**src/rtl/hazard_fwd_unit.sv**
```systemverilog
// Forwarding selects, load-use stall and one-deep MUL/DIV scoreboard.
// Optional HAZARD_PERF_EN adds saturating stall/forward counters.
module hazard_fwd_unit #(
  parameter int ADDR_W  = 5,
  parameter int NUM_SRC = 2,
  parameter int MD_LAT  = 4
) (
  input  logic                      clk_i,
  input  logic                      rst_i,
  input  logic [NUM_SRC*ADDR_W-1:0] ID_EX_SRCaddr_i,
  input  logic [ADDR_W-1:0]         EX_MEM_RegDst_i,
  input  logic                      EX_MEM_RegWrite_i,
  input  logic [ADDR_W-1:0]         MEM_WB_RegDst_i,
  input  logic                      MEM_WB_RegWrite_i,
  input  logic [NUM_SRC*ADDR_W-1:0] IF_ID_SRCaddr_i,
  input  logic [ADDR_W-1:0]         ID_EX_RegDst_i,
  input  logic                      ID_EX_MemRead_i,
  input  logic                      md_start_i,
  input  logic [ADDR_W-1:0]         md_dst_i,
  output logic [2*NUM_SRC-1:0]      select_ALU_data_o,
  output logic                      stall_o,
  output logic                      bubble_o,
  output logic                      md_busy_o,
  output logic                      md_done_o,
  output logic                      md_err_o
`ifdef HAZARD_PERF_EN
  ,
  output logic [15:0]               perf_lu_stall_o,
  output logic [15:0]               perf_md_stall_o,
  output logic [15:0]               perf_fwd_o
`endif
);

  localparam int CNT_W = $clog2(MD_LAT);

  typedef enum logic {IDLE, BUSY} state_t;

  state_t             state_q, state_d;
  logic [CNT_W-1:0]   cnt_q, cnt_d;
  logic [ADDR_W-1:0]  pend_q, pend_d;
  logic               err_q, err_d;
  logic               done;

  logic [2*NUM_SRC-1:0] sel;
  logic                 lu_haz;
  logic                 md_haz;
  logic                 busy;

  // Per-operand forwarding select, EX/MEM wins over MEM/WB
  always_comb begin
    sel = '0;
    for (int k = 0; k < NUM_SRC; k++) begin
      if (EX_MEM_RegWrite_i && EX_MEM_RegDst_i != '0 &&
          EX_MEM_RegDst_i == ID_EX_SRCaddr_i[k*ADDR_W +: ADDR_W])
        sel[2*k +: 2] = 2'b10;
      else if (MEM_WB_RegWrite_i && MEM_WB_RegDst_i != '0 &&
               MEM_WB_RegDst_i == ID_EX_SRCaddr_i[k*ADDR_W +: ADDR_W])
        sel[2*k +: 2] = 2'b01;
    end
  end

  assign busy = (state_q == BUSY);

  // Load-use and pending MUL/DIV dependency checks on ID sources
  always_comb begin
    lu_haz = 1'b0;
    md_haz = 1'b0;
    for (int k = 0; k < NUM_SRC; k++) begin
      if (ID_EX_MemRead_i && ID_EX_RegDst_i != '0 &&
          ID_EX_RegDst_i == IF_ID_SRCaddr_i[k*ADDR_W +: ADDR_W])
        lu_haz = 1'b1;
      if (busy && pend_q != '0 &&
          pend_q == IF_ID_SRCaddr_i[k*ADDR_W +: ADDR_W])
        md_haz = 1'b1;
    end
  end

  // MUL/DIV tracker next-state: countdown, back-to-back reissue, error
  always_comb begin
    state_d = state_q;
    cnt_d   = cnt_q;
    pend_d  = pend_q;
    err_d   = err_q;
    done    = 1'b0;
    unique case (state_q)
      IDLE: begin
        if (md_start_i) begin
          state_d = BUSY;
          cnt_d   = CNT_W'(MD_LAT - 1);
          pend_d  = md_dst_i;
        end
      end
      BUSY: begin
        if (cnt_q != '0) begin
          cnt_d = cnt_q - CNT_W'(1);
          if (md_start_i)
            err_d = 1'b1;
        end else begin
          done = 1'b1;
          if (md_start_i) begin
            cnt_d  = CNT_W'(MD_LAT - 1);
            pend_d = md_dst_i;
          end else begin
            state_d = IDLE;
          end
        end
      end
      default: state_d = IDLE;
    endcase
  end

  // Tracker state registers
  always_ff @(posedge clk_i or posedge rst_i) begin
    if (rst_i) begin
      state_q <= IDLE;
      cnt_q   <= '0;
      pend_q  <= '0;
      err_q   <= 1'b0;
    end else begin
      state_q <= state_d;
      cnt_q   <= cnt_d;
      pend_q  <= pend_d;
      err_q   <= err_d;
    end
  end

  // Outputs are held low while reset is asserted
  always_comb begin
    select_ALU_data_o = rst_i ? '0 : sel;
    stall_o           = ~rst_i & (lu_haz | md_haz);
    bubble_o          = ~rst_i & (lu_haz | md_haz);
    md_busy_o         = ~rst_i & busy;
    md_done_o         = ~rst_i & done;
    md_err_o          = ~rst_i & err_q;
  end

`ifdef HAZARD_PERF_EN
  logic [15:0] lu_cnt_q, lu_cnt_d;
  logic [15:0] md_cnt_q, md_cnt_d;
  logic [15:0] fwd_cnt_q, fwd_cnt_d;

  // Saturating event counters
  always_comb begin
    lu_cnt_d  = lu_cnt_q;
    md_cnt_d  = md_cnt_q;
    fwd_cnt_d = fwd_cnt_q;
    if (lu_haz && lu_cnt_q != 16'hFFFF)
      lu_cnt_d = lu_cnt_q + 16'd1;
    if (md_haz && md_cnt_q != 16'hFFFF)
      md_cnt_d = md_cnt_q + 16'd1;
    if (|sel && fwd_cnt_q != 16'hFFFF)
      fwd_cnt_d = fwd_cnt_q + 16'd1;
  end

  // Counter registers
  always_ff @(posedge clk_i or posedge rst_i) begin
    if (rst_i) begin
      lu_cnt_q  <= '0;
      md_cnt_q  <= '0;
      fwd_cnt_q <= '0;
    end else begin
      lu_cnt_q  <= lu_cnt_d;
      md_cnt_q  <= md_cnt_d;
      fwd_cnt_q <= fwd_cnt_d;
    end
  end

  assign perf_lu_stall_o = lu_cnt_q;
  assign perf_md_stall_o = md_cnt_q;
  assign perf_fwd_o      = fwd_cnt_q;
`endif

endmodule
```
**config.mk**
```make
export PLATFORM = sky130hd
export DESIGN_NAME = hazard_fwd_unit
export DESIGN_NICKNAME = d
export VERILOG_FILES = /design/src/rtl/hazard_fwd_unit.sv
export SDC_FILE = /design/constraint.sdc
export NUM_CORES = 1
export LEC_CHECK = 0
export ABC_AREA = 1
export BUFFER_PORTS_ARGS = -buffer_cell sky130_fd_sc_hd__buf_2
export CORE_ASPECT_RATIO = 1.1
export CORE_UTILIZATION = 35
export CTS_BUF_LIST = sky130_fd_sc_hd__clkbuf_16
export DETAILED_ROUTE_END_ITERATION = 16
export PLACE_DENSITY = 0.72
export SETUP_SLACK_MARGIN = 0.05
export SLEW_MARGIN = 20
export SYNTH_ARGS = -nofsm -noshare
export SYNTH_HDL_FRONTEND = slang
export SYNTH_SLANG_ARGS = --single-unit
export TNS_END_PERCENT = 30
```
**constraint.sdc**
```tcl
create_clock -name clk_i -period 1.45 [get_ports clk_i]
set_clock_uncertainty 0.05 [all_clocks]
set_input_delay 0.0725 -clock clk_i [delete_from_list [all_inputs] [get_ports clk_i]]
set_output_delay 0.0725 -clock clk_i [all_outputs]
set_load 0.02 [all_outputs]
```
After elaboration in Yosys (flattened, before gate mapping):

Index checks and enable logic that the tools add are counted.
W data, S select, Z words.

* bits in read-only memories: 0
* bits in writable memories: 0
* memories: 0
* bits in latches: 0
* bits of input ports: 46
* word-level logic and storage cells: 59
* register bits: 9

* add/sub/neg operators: 1
* multiply operators: 0
* muxes and demuxes: 20
* divide/modulo/power cells: 0
* $lt $le $gt $ge: 0
* eq/ne operators: 9
* shifts and indexed selects: 0
* reductions and logical operators: 18
* bitwise operators: 7

Operators with widths (count)
* $eq A5 B5 Y1: 8
* $reduce_bool A5 Y1: 4
* $logic_and A1 B1 Y1: 12
* $mux W1: 10
* $mux W5: 2
* $pmux W5 S2: 1
* $mux W2: 4
* $and A1 B1 Y1: 4
* $mux W4: 1
* $pmux W2 S2: 1
* $reduce_and A3 Y1: 1
* $ne A2 B2 Y1 const B: 1
* $not A1 Y1: 2
* $pmux W1 S2: 1
* $reduce_bool A2 Y1: 1
* $sub A2 B1 Y2 const B: 1
* $or A1 B1 Y1: 1

Longest topological paths before layout:

Gate-level depths: netlist (run 1).

* depth in word-level cells: 7
* gate-level depth with buffers: 9
* depth with buffers taken out: 8

Worst setup path after synthesis (run 1):

No wires, ideal clock.

* kind: register -> output
* from: register pend_q[4]
* to: output port stall_o
* arrival: 1.239 ns
* cell stages (with the launch flop): 10
* path buffers: 1
* slack: 0.088 ns
* path through: dfrtp_1 inv_2 nand2_1 nand2_1 nor2_1 nand3_1 nand2_1 nand2_1 a21oi_2 buf_4

* longest elaborated chain between the ends: 7

Ends and longest elaborated chain
* from (decl): RTL line 40 `logic [ADDR_W-1:0] pend_q, pend_d;`
* from (signal assigned): RTL line 122 `pend_q <= pend_d;`
* $reduce_bool A5 Y1: RTL line 72 `if (busy && pend_q != '0 &&`
* $logic_and A1 B1 Y1 (2 in series): RTL line 72
* $mux W1: RTL line 72
* $mux W1 (*): RTL line 72
* $or A1 B1 Y1 (*)
* $and A1 B1 Y1 (*)
* to (decl): RTL line 21 `output logic stall_o,`

Every way passes the cells marked *; elsewhere a longest branch is shown, timed or not.

Worst setup path in the final report (run 1):

* from: register pend_q[4]
* to: output port bubble_o

* longest elaborated chain between the ends: 7

Ends and longest elaborated chain
* $reduce_bool A5 Y1: RTL line 72
* $logic_and A1 B1 Y1 (2 in series): RTL line 72
* $mux W1: RTL line 72
* $mux W1 (*): RTL line 72
* $or A1 B1 Y1 (*): RTL line 131 `bubble_o = ~rst_i & (lu_haz | md_haz);`
* $and A1 B1 Y1 (*): RTL line 131
* to (decl): RTL line 22 `output logic bubble_o,`

Marks and branches as above.

==> metrics.json, run 1 <==
{
  "floorplan": {
    "die_area_um2": 3241,
    "ios": 55,
    "placeableCoreArea_um2": 2828,
    "initial_core_util": 0.3735,
    "row_count": 20,
    "chipHeight_um": 59.61,
    "overall_die_width_um": 54.37
  },
  "power": {
    "worst_ir_drop_vdd_uv": 1050,
    "pwr_dens_nw_per_um2": 1194,
    "power_leakage_nw": 0.9170
  },
  "cts": {
    "clock_tree.buffer_depth": 2,
    "clkTransAtPathRegs_ns": 0.04,
    "cts_tree": "yes",
    "insertion_delay_ns": 0.23,
    "cts_num_sinks": 9,
    "cts_root_buffer": "sky130_fd_sc_hd__clkbuf_16",
    "cts-buffers-inserted": 3,
    "h_tree_depth_reported_by_cts": 1
  },
  "setup_path": {
    "worst_ep_required_time_ns": 1.33,
    "timing.critical_path.arrival_ns": 1.38,
    "criticalPathCategory": "flip-flop to output port",
    "crit_path_max_fanout": 4,
    "critical_path.startpoint_type": "flip-flop",
    "worstSetupEndpointType": "output port"
  },
  "route": {
    "ant_nets": 0,
    "drc": 0,
    "firstDrtPassIters": 5,
    "vias": 1313,
    "drtIter0Drc": 45,
    "drt_wl_total_um": 2830,
    "routed_via_density": 4.673,
    "routedWlPerCell_um": 10.07
  },
  "final_layout": {
    "fillers": 300,
    "layoutNonFillerInstCount": 281,
    "fraction_of_final_layout_cells_sized_beyond_drive_strength_1": 0.2944,
    "layout_area_growth_over_synthesis_pct": 42.42,
    "n_antenna_cell": 0,
    "top_library_cells_by_usage_in_the_layout_fill_and_taps_aside": "sky130_fd_sc_hd__nand2_1, sky130_fd_sc_hd__buf_2, sky130_fd_sc_hd__inv_1",
    "most_frequent_standard_cell_in_the_layout_excluding_fill_and_tap_cells": "sky130_fd_sc_hd__nand2_1",
    "final_util": 0.5319,
    "final_nets": 295
  },
  "yosys": {
    "post_synth_inst_count": 184,
    "synth_top_area_share": 0.2133,
    "syn_avg_cell_area_um2": 5.739,
    "syn_area_um2": 1056,
    "yosysWarningCount": 0,
    "netlist.top_cell.by_area": "sky130_fd_sc_hd__dfrtp_1",
    "synth_seq_cells": 9,
    "synth.net_count": 230,
    "synth_top_cells_by_area": "sky130_fd_sc_hd__dfrtp_1, sky130_fd_sc_hd__nand2_1, sky130_fd_sc_hd__inv_1",
    "synth_seq_area_share": 0.2133,
    "synth_cell_type_count": 22
  },
  "timing": {
    "timing.final.crit_share": 1.037,
    "grt_setup_unrepaired": "yes",
    "tns_ns": -0.1026,
    "timing.final.hold_violations": 0,
    "slew_headroom": 0.8661,
    "finalSetupViolCount": 2,
    "fin_crit_ns": 1.504,
    "max_clock_freq_ghz": 0.6649,
    "hold_ws_ns": 0.03503,
    "worst_slack_ns": -0.05401,
    "worst-slew-pin-transition_ns": 0.1989,
    "maxSlewViolCount": 0
  },
  "global_routing": {
    "grt_usage": 0.1936,
    "grt_first_pass_wirelength_um": 4629,
    "grt.overflow.total": 0,
    "via_count_of_the_first_global_routing_pass": 1139,
    "number_of_antenna_violations_at_the_first_check_in_global_routing": 0,
    "grt_max_degree": 11
  },
  "place": {
    "worst_slack_at_placement_ns": 0.1303,
    "place.gp.congestion": 0.8520,
    "numPlacedInstances": 271,
    "io_buffer_count": 54,
    "post_dp_hpwl_um": 2245
  },
  "job": {
    "cap_viol_max_count": 0
  },
  "worst_hold_path": {
    "hold_path.class": "input port to flip-flop"
  },
  "status": {
    "failing_checks": "negative setup slack",
    "status": "finished, violations left"
  }
}
## final timing paths
check / to / startpoint / depth (start not counted) / slack, ns
max in group asynchronous: pend_q[4]$_DFFE_PP0P_ / rst_i / 4 / 0.77
min: pend_q[2]$_DFFE_PP0P_ / md_dst_i[2] / 3 / 0.04
max: bubble_o / pend_q[4]$_DFFE_PP0P_ / 9 / -0.05
min reg2reg: err_q$_DFFE_PP0P_ / err_q$_DFFE_PP0P_ / 2 / 0.40
min in group asynchronous: pend_q[0]$_DFFE_PP0P_ / rst_i / 4 / 0.43
max reg2reg: pend_q[4]$_DFFE_PP0P_ / pend_q[4]$_DFFE_PP0P_ / 6 / 0.29
## synth_stat cells (all sizes together)
library cell	count
a21oi	11
and2	2
and3	2
buf	1
dfrtp	9
inv	31
nand2	60
nand3	5
nand4	4
nor2	27
nor3	1
nor4	1
o211ai	1
o21ai	7
o22ai	2
or2	1
xnor2	9
xor2	10
## sequential cells by signal, summed over array words and instances, names as in the netlist
register / flops
pend_q: 5
cnt_q: 2
busy: 1
err_q: 1
## cell type report
class                           count  area, µm²  area share
Sequential cell                     9      226.5      0.1506
Inverter                           31      116.4     0.07737
Multi-Input combinational cell    143      709.4      0.4717
Timing Repair Buffer               61      330.3      0.2196
Clock buffer                        3      75.07     0.04992
Tap cell                           33      41.29     0.02745
Clock inverter                      1      5.005    0.003328
## layer usage
metal	share of wire	wire length [µm]	track usage
met2	0.50	1401	0.3258
met3	0.058	164	0.03333
met4	0.0021	6	0.04396
met1	0.44	1257	0.2527
met5	0	0	0
## per-stage QoR
stage / cell area (µm²) / power [mW]
floorplan: 1056 / 0.9692
CTS: 1500 / 1.780
global route: 1504 / 1.948
global placement: 1368 / 1.176
finish: 1504 / 1.796
detailed placement: 1368 / 1.182
## report_power, final
group	switching [mW]	internal, mW
Combinational	0.476	0.376
Sequential	0.0982	0.362
Clock	0.120	0.363
Total	0.694	1.10
## what timing repair did
action | 4_1_cts | 5_1_grt
pin swaps | 5 | 0
gates resized for setup | 4 | 2
hold endpoints to repair | 9 | 0
buffers inserted | 5 | 0
hold buffers | 1 | 0
endpoints found under the setup margin | 2 | 2
## cells by family (layout without fill, tap and decap cells)
| kind of cell | Yosys count | in the layout | share of synthesized area |
|---|---|---|---|
| AND/OR/NAND/NOR | 103 | 103 | 0.4040 |
| flip-flops | 9 | 9 | 0.2133 |
| buffers and inverters | 32 | 96 | 0.1173 |
| AO/OA/AOI/OAI | 21 | 21 | 0.1078 |
| XOR/XNOR | 19 | 19 | 0.1576 |
## critical path, stage by stage, from the launching register on
cell and delay (ns):
sky130_fd_sc_hd__dfrtp_2 0.39, sky130_fd_sc_hd__inv_2 0.05, sky130_fd_sc_hd__nand2_1 0.06, sky130_fd_sc_hd__nand2_1 0.07
sky130_fd_sc_hd__nor2_1 0.09, sky130_fd_sc_hd__nand3_1 0.08, sky130_fd_sc_hd__nand2_1 0.06, sky130_fd_sc_hd__nand2_1 0.06
sky130_fd_sc_hd__a21oi_2 0.14, sky130_fd_sc_hd__buf_4 0.16
Note: power is estimated with default switching activity, not from simulation.
==> run 2, diff against run 1 <==
Settings changed: CTS_BUF_LIST sky130_fd_sc_hd__clkbuf_16 to sky130_fd_sc_hd__clkbuf_8 sky130_fd_sc_hd__clkbuf_16, SKIP_LAST_GASP from default to 1.
Clock period 1.45 ns to 1.9 ns, I/O delays scaled along.
==> run 2 against run 1 <==
  * The flow now finishes without violations
  * Critical path depth decreased by 4
  * Via count decreased by 4.5%
  * Register-to-register slack improved by 0.47 ns
  * Clock-buffer cell count unchanged
  * Total power decreased by 38%
  * Largest cell class unchanged
==> metrics.json, run 2 (synthesis results as in run 1) <==
{
  "status": {
    "status": "completed"
  },
  "cts": {
    "clkTransAtPathRegs": {"value": 0.04, "unit": "ns", "change": "about the same"},
    "cts_tree": "yes",
    "cts_root_buffer": "sky130_fd_sc_hd__clkbuf_8",
    "clock_tree.buffer_depth": {"value": 2, "change": "unchanged"},
    "cts-buffers-inserted": {"value": 3, "change": "unchanged"},
    "h_tree_depth_reported_by_cts": {"value": 1, "change": "unchanged"},
    "insertion_delay": {"value": 0.23, "unit": "ns", "change": "about the same"},
    "ctsResizeCount": {"value": 0, "change": "-4"},
    "cts_num_sinks": {"value": 9, "change": "unchanged"}
  },
  "setup_path": {
    "max_stage_delay": {"value": 0.54, "unit": "ns", "change": "+0.15 ns"},
    "cp.buffers_inverters": {"value": 4, "change": "+2"},
    "worst_ep_required_time": {"value": 1.75, "unit": "ns", "change": "+0.42 ns"},
    "crit_path_max_fanout": {"value": 11, "change": "+7"},
    "worstPathCellList": "dlygate4sd3_1, buf_2, inv_1, and2_1, buf_2",
    "worstSetupEndpointType": "output port",
    "timing.critical_path.arrival": {"value": 1.48, "unit": "ns", "change": "+0.10 ns"},
    "critical_path.startpoint_type": "input port",
    "cp_dominant_cell_by_count": "sky130_fd_sc_hd__buf_2",
    "criticalPathCategory": "input port to output port",
    "critPathSlowestCell": "sky130_fd_sc_hd__dlygate4sd3_1",
    "timing.critical_path.max_delay_family": "buffers and inverters"
  },
  "route": {
    "drtIter0Drc": {"value": 40, "change": "-11%"},
    "routedWlPerCell": {"value": 9.851, "unit": "µm", "change": "-2.2%"},
    "vias": {"value": 1254, "change": "-4.5%"},
    "routed_via_density": {"value": 4.560, "change": "-2.4%"},
    "ant_nets": {"value": 0, "change": "unchanged"},
    "drc": {"value": 0, "change": "unchanged"},
    "drt_wl_total": {"value": 2709, "unit": "µm", "change": "-4.3%"},
    "firstDrtPassIters": {"value": 4, "change": "-1"}
  },
  "final_layout": {
    "fillers": {"value": 322, "change": "+7.3%"},
    "largest_register": "pend_q",
    "final_nets": {"value": 289, "change": "-2.0%"},
    "layout_top_registers": "pend_q: 5 flops, cnt_q: 2 flops",
    "most_frequent_standard_cell_in_the_layout_excluding_fill_and_tap_cells": "sky130_fd_sc_hd__nand2_1",
    "fraction_of_final_layout_cells_sized_beyond_drive_strength_1": {"value": 0.2562, "change": "-0.03816"},
    "top_library_cells_by_usage_in_the_layout_fill_and_taps_aside": "sky130_fd_sc_hd__nand2_1, sky130_fd_sc_hd__buf_2, sky130_fd_sc_hd__inv_1",
    "layoutNonFillerInstCount": {"value": 275, "change": "-2.1%"},
    "layout_area_growth_over_synthesis_pct": 34.00,
    "regArea": {"value": 225.2, "unit": "µm²", "change": "-0.55%"},
    "final_design_area_no_fill": {"value": 1415, "unit": "µm²", "change": "-5.9%"},
    "largest_register_ff_count": {"value": 5, "change": "unchanged"},
    "n_antenna_cell": {"value": 0, "change": "unchanged"},
    "multi_input_gate_area_in_the_final_layout": {"value": 706.9, "unit": "µm²", "change": "-0.35%"}
  },
  "place": {
    "numPlacedInstances": {"value": 270, "change": "-0.37%"},
    "io_buffer_count": {"value": 54, "change": "unchanged"},
    "place.gp.congestion": {"value": 0.9032, "change": "+6.0%"},
    "place_area": {"value": 1360, "unit": "µm²", "change": "-0.55%"},
    "post_dp_hpwl": {"value": 2270, "unit": "µm", "change": "+1.1%"}
  },
  "global_routing": {
    "number_of_antenna_violations_at_the_first_check_in_global_routing": {"value": 0, "change": "unchanged"},
    "grt_first_pass_wirelength": {"value": 4809, "unit": "µm", "change": "+3.9%"},
    "grt_usage": {"value": 0.1983, "change": "+0.004761"},
    "grt_max_degree": {"value": 12, "change": "+1"},
    "grt.overflow.total": {"value": 0, "change": "unchanged"},
    "via_count_of_the_first_global_routing_pass": {"value": 1159, "change": "+1.8%"}
  },
  "floorplan": {
    "die_area": {"value": 3241, "unit": "µm²", "change": "unchanged"},
    "initial_core_util": {"value": 0.3735, "change": "unchanged"},
    "overall_die_width": {"value": 54.37, "unit": "µm", "change": "unchanged"},
    "chipHeight": {"value": 59.61, "unit": "µm", "change": "unchanged"},
    "ios": {"value": 55, "change": "unchanged"},
    "placeableCoreArea": {"value": 2828, "unit": "µm²", "change": "unchanged"},
    "row_count": {"value": 20, "change": "unchanged"}
  },
  "timing": {
    "maxSlewViolCount": {"value": 0, "change": "unchanged"},
    "tns": {"value": 0, "unit": "ns", "change": "+0.1026 ns"},
    "max_clock_freq_ghz": 0.6149,
    "timing.final.crit_share": 0.8559,
    "fin_crit_ns": 1.626,
    "timing.final.hold_violations": {"value": 0, "change": "unchanged"},
    "worst-slew-pin-transition": {"value": 0.3665, "unit": "ns", "change": "+0.1676 ns"},
    "slew_headroom": {"value": 0.7554, "change": "-0.1108"},
    "finalSetupViolCount": {"value": 0, "change": "-2"},
    "grt_setup_unrepaired": "no"
  },
  "power": {
    "pwr_dens": {"value": 788.0, "unit": "nW/µm²", "change": "-34%"},
    "power_leakage": {"value": 0.8771, "unit": "nW", "change": "-4.4%"},
    "worst_ir_drop_vdd": {"value": 548.7, "unit": "µV", "change": "-48%"}
  },
  "job": {
    "cap_viol_max_count": {"value": 0, "change": "unchanged"}
  },
  "worst_hold_path": {
    "hold_path.class": "input port to flip-flop"
  }
}
-- run 2: through the flow --
stage | utilization | total power [mW] | hold slack (ns) | worst slack (ns)
2_1_floorplan | - | 0.7396 | -0.1166 | 0.5157
3_3_place_gp | 0.4810 | 0.8945 | 0.1261 | 0.5827
3_5_place_dp | 0.4810 | 0.9040 | 0.1292 | 0.5667
4_1_cts | 0.5004 | 1.126 | 0.06485 | 0.2548
5_1_grt | 0.5004 | 1.252 | 0.07310 | 0.08320
6_report | 0.5004 | 1.115 | 0.06249 | 0.2738
-- run 2: path summary, 6_finish.rpt --
check	from	cells after the start	slack, ns	end
worst max-delay path	rst_i	5	0.27	select_ALU_data_o[3]
worst min-delay path	md_dst_i[2]	3	0.06	pend_q[2]$_DFFE_PP0P_
worst max register to register	cnt_q[0]$_DFF_PP0_	6	0.76	pend_q[0]$_DFFE_PP0P_
worst min register to register	err_q$_DFFE_PP0P_	2	0.41	err_q$_DFFE_PP0P_
max in group asynchronous	rst_i	3	1.11	pend_q[3]$_DFFE_PP0P_
min in group asynchronous	rst_i	3	0.43	pend_q[2]$_DFFE_PP0P_
-- run 2: worst reg2reg max path, stage by stage (launching register included) --
cell	delay (ns)
sky130_fd_sc_hd__dfrtp_1	0.41
sky130_fd_sc_hd__nor2_1	0.12
sky130_fd_sc_hd__nor2_1	0.05
sky130_fd_sc_hd__inv_1	0.12
sky130_fd_sc_hd__nand2_4	0.10
sky130_fd_sc_hd__nor2_1	0.11
sky130_fd_sc_hd__a21oi_1	0.05
-- run 2: repair_timing --
| item | 4_1_cts | 5_1_grt |
|---|---|---|
| buffers inserted | 0 | 0 |
| endpoints found under the hold margin | 9 | 0 |
| hold buffers | 1 | 0 |
| endpoints found under the setup margin | 0 | 0 |
-- run 2: routing by layer --
metal | vias to the layer above | global-route usage | wire length, µm
li1 | 679 | - | -
met1 | 539 | 0.2734 | 1297
met2 | 30 | 0.3153 | 1258
met3 | 6 | 0.02564 | 117
met4 | 0 | 0.06227 | 35
met5 | - | 0 | 0
-- run 2: final cells by class --
class,instances,share of cell area
multi-input combinational,143,0.4996
tap,33,0.02918
inverter,31,0.08223
timing repair buffer,55,0.1981
clock inverter,1,0.002653
sequential,9,0.1592
clock buffer,3,0.02918
-- run 2: where the power goes --
part / internal, mW / leakage (nW) / switching (mW)
clock network: 0.140 / 0.0269 / 0.0719
logic: 0.221 / 0.753 / 0.333
registers: 0.274 / 0.0976 / 0.0749
total: 0.635 / 0.877 / 0.480
==> run 3, diff against run 2 <==
Settings changed: PLACE_DENSITY 0.72 to 0.71.
==> run 3 against run 2 <==
  * Die area unchanged
  * Critical endpoint unchanged
  * Final cell count stayed put
  * Critical path depth did not move
  * Via count decreased by 1.8%
  * Global-route usage decreased by 1.6 points
  * Worst hold slack lost 0.0076 ns
  * Clock-buffer cell count unchanged
  * Wire length decreased by 0.63%
==> metrics.json, run 3 (synthesis results as in run 1) <==
{
  "status": {
    "status": "completed"
  },
  "power": {
    "power_leakage": {"value": 0.8771, "unit": "nW", "change": "unchanged"},
    "total_power": {"value": 1.119, "unit": "mW", "change": "+0.38%"},
    "pwr_dens": {"value": 791.0, "unit": "nW/µm²", "change": "+0.38%"},
    "worst_ir_drop_vdd": {"value": 467.0, "unit": "µV", "change": "-15%"}
  },
  "floorplan": {
    "ios": {"value": 55, "change": "unchanged"},
    "overall_die_width": {"value": 54.37, "unit": "µm", "change": "unchanged"},
    "die_area": {"value": 3241, "unit": "µm²", "change": "unchanged"},
    "initial_core_util": {"value": 0.3735, "change": "unchanged"},
    "placeableCoreArea": {"value": 2828, "unit": "µm²", "change": "unchanged"},
    "chipHeight": {"value": 59.61, "unit": "µm", "change": "unchanged"},
    "row_count": {"value": 20, "change": "unchanged"}
  },
  "global_routing": {
    "grt_first_pass_wirelength": {"value": 4319, "unit": "µm", "change": "-10%"},
    "grt_usage": {"value": 0.1825, "change": "-0.01586"},
    "grt.overflow.total": {"value": 0, "change": "unchanged"},
    "via_count_of_the_first_global_routing_pass": {"value": 1089, "change": "-6.0%"},
    "number_of_antenna_violations_at_the_first_check_in_global_routing": {"value": 0, "change": "unchanged"},
    "grt_max_degree": {"value": 12, "change": "unchanged"}
  },
  "setup_path": {
    "worst_ep_required_time": {"value": 1.75, "unit": "ns", "change": "about the same"},
    "criticalPathCategory": "input port to output port",
    "cp_dominant_cell_by_count": "sky130_fd_sc_hd__buf_2",
    "worstPathCellList": "dlygate4sd3_1, buf_2, inv_1, and2_1, buf_2",
    "max_stage_delay": {"value": 0.54, "unit": "ns", "change": "about the same"},
    "crit-reg2reg-launch": "busy$_DFF_PP0_",
    "critical_path.startpoint_type": "input port",
    "worstSetupEndpointType": "output port",
    "crit_path_max_fanout": {"value": 11, "change": "unchanged"},
    "setup_crit_start": "rst_i",
    "critPathSlowestCell": "sky130_fd_sc_hd__dlygate4sd3_1",
    "timing.critical_path.arrival": {"value": 1.47, "unit": "ns", "change": "about the same"}
  },
  "final_layout": {
    "layout_top_registers": "pend_q: 5 flops, cnt_q: 2 flops",
    "final_nets": {"value": 289, "change": "unchanged"},
    "fraction_of_final_layout_cells_sized_beyond_drive_strength_1": {"value": 0.2562, "change": "unchanged"},
    "layoutNonFillerInstCount": {"value": 275, "change": "unchanged"},
    "largest_register": "pend_q",
    "n_antenna_cell": {"value": 0, "change": "unchanged"},
    "most_frequent_standard_cell_in_the_layout_excluding_fill_and_tap_cells": "sky130_fd_sc_hd__nand2_1",
    "largest_register_ff_count": {"value": 5, "change": "unchanged"},
    "layout_area_growth_over_synthesis": {"value": 34.00, "unit": "%", "change": "unchanged"},
    "fillers": {"value": 314, "change": "-2.5%"},
    "top_library_cells_by_usage_in_the_layout_fill_and_taps_aside": "sky130_fd_sc_hd__nand2_1, sky130_fd_sc_hd__buf_2, sky130_fd_sc_hd__inv_1"
  },
  "cts": {
    "clkTransAtPathRegs": {"value": 0.05, "unit": "ns", "change": "about the same"},
    "clock_tree.buffer_depth": {"value": 2, "change": "unchanged"},
    "ctsResizeCount": {"value": 0, "change": "unchanged"},
    "cts_num_sinks": {"value": 9, "change": "unchanged"},
    "h_tree_depth_reported_by_cts": {"value": 1, "change": "unchanged"},
    "cts_root_buffer": "sky130_fd_sc_hd__clkbuf_8",
    "cts_tree": "yes",
    "cts-buffers-inserted": {"value": 3, "change": "unchanged"},
    "insertion_delay": {"value": 0.23, "unit": "ns", "change": "about the same"}
  },
  "route": {
    "routedWlPerCell": {"value": 9.789, "unit": "µm", "change": "-0.63%"},
    "ant_nets": {"value": 0, "change": "unchanged"},
    "firstDrtPassIters": {"value": 6, "change": "+2"},
    "drtIter0Drc": {"value": 21, "change": "-48%"},
    "drc": {"value": 0, "change": "unchanged"},
    "drt_wl_total": {"value": 2692, "unit": "µm", "change": "-0.63%"},
    "vias": {"value": 1231, "change": "-1.8%"},
    "routed_via_density": {"value": 4.476, "change": "-1.8%"}
  },
  "place": {
    "place.gp.congestion": {"value": 0.8415, "change": "-6.8%"},
    "numPlacedInstances": {"value": 270, "change": "unchanged"},
    "post_dp_hpwl": {"value": 2294, "unit": "µm", "change": "+1.1%"},
    "io_buffer_count": {"value": 54, "change": "unchanged"}
  },
  "timing": {
    "tns": {"value": 0, "unit": "ns", "change": "unchanged"},
    "timing.final.hold_violations": {"value": 0, "change": "unchanged"},
    "timing.final.crit_share": {"value": 0.8515, "change": "-0.004404"},
    "worst-slew-pin-transition": {"value": 0.3688, "unit": "ns", "change": "+0.002295 ns"},
    "finalSetupViolCount": {"value": 0, "change": "unchanged"},
    "slew_headroom": {"value": 0.7539, "change": "-0.001531"},
    "maxSlewViolCount": {"value": 0, "change": "unchanged"},
    "max_clock_freq": {"value": 0.6181, "unit": "GHz", "change": "+0.52%"},
    "grt_setup_unrepaired": "no",
    "fin_crit": {"value": 1.618, "unit": "ns", "change": "-0.008367 ns"}
  },
  "worst_hold_path": {
    "hold_start": "md_dst_i[2]",
    "hold_path.class": "input port to flip-flop"
  },
  "job": {
    "cap_viol_max_count": {"value": 0, "change": "unchanged"}
  }
}
run 3: final cells by class:
cell class	count	area, µm²	share of cell area
Sequential cell	9	225.2	0.1592
Tap cell	33	41.29	0.02918
Timing Repair Buffer	55	280.3	0.1981
Clock buffer	3	41.29	0.02918
Inverter	31	116.4	0.08223
Multi-Input combinational cell	143	706.9	0.4996
Clock inverter	1	3.754	0.002653
run 3: power by group:
part | internal [mW] | switching (mW)
registers | 0.274 | 0.0734
logic | 0.221 | 0.333
clock network | 0.141 | 0.0773
run 3: layer usage:
metal  routed length [µm]  GRT usage  vias up
met5                    0          0        -
met4                   27    0.07326        0
met3                   69    0.01538        4
met2                 1334     0.3153       22
met1                 1260     0.2273      526
li1                     -          -      679
run 3: through the flow:
step                      instance area [µm²]  hold slack, ns  utilization  setup slack [ns]
final                                    1415         0.05489       0.5004            0.2822
after global routing                     1415         0.05856       0.5004            0.1548
after CTS                                1415         0.06051       0.5004            0.2635
after detailed placement                 1360          0.1233       0.4810            0.5783
after global placement                   1360          0.1229       0.4810            0.5959
after floorplan                          1056         -0.1166            -            0.5157
run 3: path summary, 6_finish.rpt:
| path | to | slack, ns | cells past startpoint |
|---|---|---|---|
| max | select_ALU_data_o[3] | 0.28 | 5 |
| min | pend_q[2]$_DFFE_PP0P_ | 0.05 | 3 |
| max reg2reg | pend_q[4]$_DFFE_PP0P_ | 0.75 | 6 |
| min reg2reg | err_q$_DFFE_PP0P_ | 0.40 | 2 |
| max in group asynchronous | pend_q[0]$_DFFE_PP0P_ | 1.11 | 3 |
| min in group asynchronous | cnt_q[0]$_DFF_PP0_ | 0.43 | 3 |
run 3: worst max-delay path: cells and delay by family:
family	cells	cell delay (ns)
buffers and inverters	4	1.18
and+or+nand+nor	1	0.19
run 3: what timing repair did:
action / 4_1_cts / 5_1_grt
hold endpoints to repair: 9 / 0
hold buffers: 1 / 0
buffers inserted: 0 / 0
